===== config.mk =====
export PLATFORM = sky130hd
export DESIGN_NAME = four_request_round_robin_arbiter
export DESIGN_NICKNAME = d
export VERILOG_FILES = /design/src/rtl/four_request_round_robin_arbiter.sv
export SDC_FILE = /design/constraint.sdc
export NUM_CORES = 1
export LEC_CHECK = 0
export CORE_AREA = 2 2 39 41
export CTS_CLUSTER_SIZE = 30
export DETAILED_ROUTE_END_ITERATION = 8
export DIE_AREA = 0 0 41 43
export GPL_ROUTABILITY_DRIVEN = 0
export PLACE_DENSITY = 0.65
export SETUP_SLACK_MARGIN = 0.3
export SLEW_MARGIN = 0
export SYNTH_ARGS = -nofsm -noshare
export SYNTH_HDL_FRONTEND = slang
export SYNTH_SLANG_ARGS = --single-unit

===== constraint.sdc =====
create_clock -name clk -period 1.8 [get_ports clk]
set_clock_uncertainty 0.2 [all_clocks]
set_input_delay 0.36 -clock clk [delete_from_list [all_inputs] [get_ports clk]]
set_output_delay 0.36 -clock clk [all_outputs]
set_load 0.02 [all_outputs]

===== src/rtl/four_request_round_robin_arbiter.sv =====
// four_request_round_robin_arbiter: 4-way round-robin arbiter with hold-until-release grants.
// Define ARB_TIMEOUT_EN to force release after HOLD_MAX consecutive grant cycles.
module four_request_round_robin_arbiter #(
    parameter int HOLD_MAX = 16
) (
    input  logic       clk,
    input  logic       reset,
    input  logic [3:0] req,
    output logic [3:0] grant,
    output logic [1:0] grant_id,
    output logic       busy,
    output logic       any_req,
    output logic       timeout
);
    typedef enum logic {IDLE, GRANT} state_t;
    state_t     state, state_nxt;
    logic [1:0] owner, owner_nxt, last_id, last_id_nxt, pick;
    logic       force_rel;

    if (HOLD_MAX < 2) begin : g_hold_check
        $error("HOLD_MAX must be at least 2");
    end

    assign any_req = |req;

    // Lowest offset from last_id+1 wins; offset 4 wraps back to last_id itself.
    always_comb begin
        pick = last_id;
        for (int k = 4; k >= 1; k--)
            if (req[last_id + 2'(k)]) pick = last_id + 2'(k);
    end

    always_ff @(posedge clk or posedge reset) begin
        if (reset) begin
            state   <= IDLE;
            owner   <= 2'd0;
            last_id <= 2'd3;
        end else begin
            state   <= state_nxt;
            owner   <= owner_nxt;
            last_id <= last_id_nxt;
        end
    end

    always_comb begin
        state_nxt   = state;
        owner_nxt   = owner;
        last_id_nxt = last_id;
        if (state == IDLE) begin
            if (any_req) begin
                state_nxt = GRANT;
                owner_nxt = pick;
            end
        end else if (!req[owner] || force_rel) begin
            state_nxt   = IDLE;
            last_id_nxt = owner;
        end
    end

    always_comb begin
        busy     = state == GRANT;
        grant    = busy ? 4'b0001 << owner : 4'b0000;
        grant_id = busy ? owner : 2'd0;
    end

`ifdef ARB_TIMEOUT_EN
    localparam int CW = $clog2(HOLD_MAX + 1);
    logic [CW-1:0] hold_cnt;
    logic          timeout_q;

    assign force_rel = state == GRANT && req[owner] && hold_cnt == CW'(HOLD_MAX - 1);
    assign timeout   = timeout_q;

    always_ff @(posedge clk or posedge reset) begin
        if (reset) begin
            hold_cnt  <= '0;
            timeout_q <= 1'b0;
        end else begin
            hold_cnt  <= state == GRANT ? hold_cnt + 1'b1 : '0;
            timeout_q <= force_rel;
        end
    end
`else
    assign force_rel = 1'b0;
    assign timeout   = 1'b0;
`endif
endmodule


==> run summary <==
Crit start category: flip-flop
Clock sink total: 5
DRT iter0 DRCs: 4
CP Launch Point: owner[1]
Worst Path Required: 1.24 ns
Row cnt: 14
Syn Inst Count: 50
Port Buf Inserts: 13
Max VDD drop: 0.8494 mV
CP Data Arrival Time: 1.01 ns
DR WL/cell: 12.28 um
Syn_nets: 56
Hold-fix buffers at CTS: 0
Worst setup EP type: output port
Worst Reg-to-Reg Cells: 5
Clk root buf: clkbuf_4
Met1 track demand over resource: 0.1869
PwrDens: 1722 nW/um2
First-pass GRT wire length: 1669 um
Net count, final: 85
#FFs+latches synth: 5
Fmax: 638.5 MHz
Fin. Hold Viols: 0
I/O pins: 15
GRT busiest layer: met2
Synth warnings: 0
Setup violators final: 0
Drt drc: 0
Global Route met3 Usage: 0.03141
Dpl hpwl: 809.8 um
Async SR Flop Fraction: 1.000
Number of synthesized flops with an enable pin: 0
Grt ovf: 0
Post-synth top cells: nor2_1 (7), inv_1 (4), buf_4 (3), dfrtp_1 (3), nand2b_1 (3)
Core box area: 1384 um2
DP Area: 630.6 um2
CTS tree: yes
Power, Total: 1.259 mW
Final wirelength: 1154 um
Gr usage total: 0.1364
RSZ-0062 raised after global routing: true
Vias in the first global route: 396
Min cycle time layout: 1.566 ns
Pin count of the biggest net entering global routing: 8
Diodes inserted: 0
Top FF cell, synth: dfrtp_1
Die area: 1763 um2
DRT Pass-1 Iters: 4
Hold WC Path Type: in2async
Setup Crit Path Kind: reg2out
P_leak: 0.3447 nW
Layout area overhead: 73.81%
Worst skew pair latency: 0.24 ns
DR vias/cell: 4.638
Max cap viols: 0
Layout cells sized above 1: 0.6154
R2R Path End: last_id[1]
Sequential share of the synthesized area: 0.3036
Post-Syn Area: 420.4 um2
Initial antenna violation count: 0
Post-route ant nets: 0
Clock Tree Buf Depth: 2
Starting density of the core: 0.3038
R2r setup slk: 0.26 ns
Yosys top cell by area: dfrtp_1
Grt met2 use: 0.2156
Placed instance count: 87
DR vias: 436
Final instance area: 730.7 um2
Worst R2R Start: owner[0]
Die Ht: 43 um
Fin crit share: 0.8701
Mean Syn Cell Area: 8.408 um2
Reg clk slew, reported paths: 0.04 ns
Post-Route Utilization: 0.5280
Yosys top cell area share: 0.1786
Max FO, Critical Path: 3
Largest cells by area after synthesis: dfrtp_1 (18%), dfstp_2 (13%), nor2_1 (6.3%), buf_4 (5.4%), nor4_4 (5.1%)
Post-synth cell types: 29
Status: finished, final reports clean
Die width: 41 um
Max-slew violations: 0
TritonCTS Buffers: 3
Htree depth: 1
Most common cell in the netlist: nor2_1
Layout Cells excl Fill: 94
-- worst max path at each step --
stage | end | depth (start not counted)
floorplan | grant[2] | 3
global placement | any_req | 4
detailed placement | any_req | 4
CTS | grant[0] | 3
global route | last_id[1] | 5
finish | grant[1] | 3
-- repair_timing --
item	CTS	global route
resized for setup	62	19
buffers inserted	2	1
pin swaps	3	6
endpoints found under the setup margin	13	11
-- layout make-up --
| class | instances | area, um2 |
|---|---|---|
| flip-flops and latches | 5 | 130.1 |
| fillers | 134 | 653.1 |
| inverters | 5 | 18.77 |
| repair buffers | 27 | 235.2 |
| clock buffers | 4 | 26.28 |
| well taps | 16 | 20.02 |
| multi-input cells | 37 | 300.3 |
-- sequential cells by signal (all words and copies together) (netlist names) --
name     count
last_id      2
owner        2
busy         1
-- critical path: stages, from the launching register on --
cell and delay, ns:
dfrtp_1 0.39, nand2b_4 0.17, nor2_2 0.07, buf_4 0.14
-- routing by layer --
metal	share of wire	vias to the layer above
li1	-	227
met1	0.42	193
met2	0.51	16
met3	0.063	0
met4	0	0
met5	0	-
-- cell usage in the layout, fill, tap and decap left out, types with 2 or more instances in the layout --
cell type,netlist,layout
buf_4,3,14
buf_6,0,8
nor2_1,7,5
inv_2,1,3
clkbuf_4,0,3
buf_2,0,3
nand2b_1,3,2
inv_1,4,2
o21ai_0,2,2
nor2b_1,2,2
and3_2,2,2
dfrtp_2,0,2
dfstp_2,2,2
-- where the power goes --
part | switching (mW) | total [mW] | internal, mW
Sequential | 0.0862 | 0.282 | 0.196
Clock | 0.0427 | 0.126 | 0.0836
Combinational | 0.399 | 0.850 | 0.452
Total | 0.528 | 1.26 | 0.731
-- kinds of logic after synthesis --
kind of cell,synth area share
mux,0.04762
simple gates,0.3125
compound gates,0.2292
buf+inv,0.09819
flops,0.3036
other cells,0.008920
-- per-stage QoR --
| step | TNS, ns | hold WS (ns) | setup slack [ns] |
|---|---|---|---|
| floorplan | 0 | -0.06293 | 0.2532 |
| global placement | -0.8418 | 0.3382 | -0.5062 |
| detailed placement | -0.9093 | 0.3338 | -0.5212 |
| CTS | 0 | 0.1113 | 0.2248 |
| global route | 0 | 0.1273 | 0.1897 |
| finish | 0 | 0.1120 | 0.2338 |
Note: power is estimated with default switching activity, not from simulation.
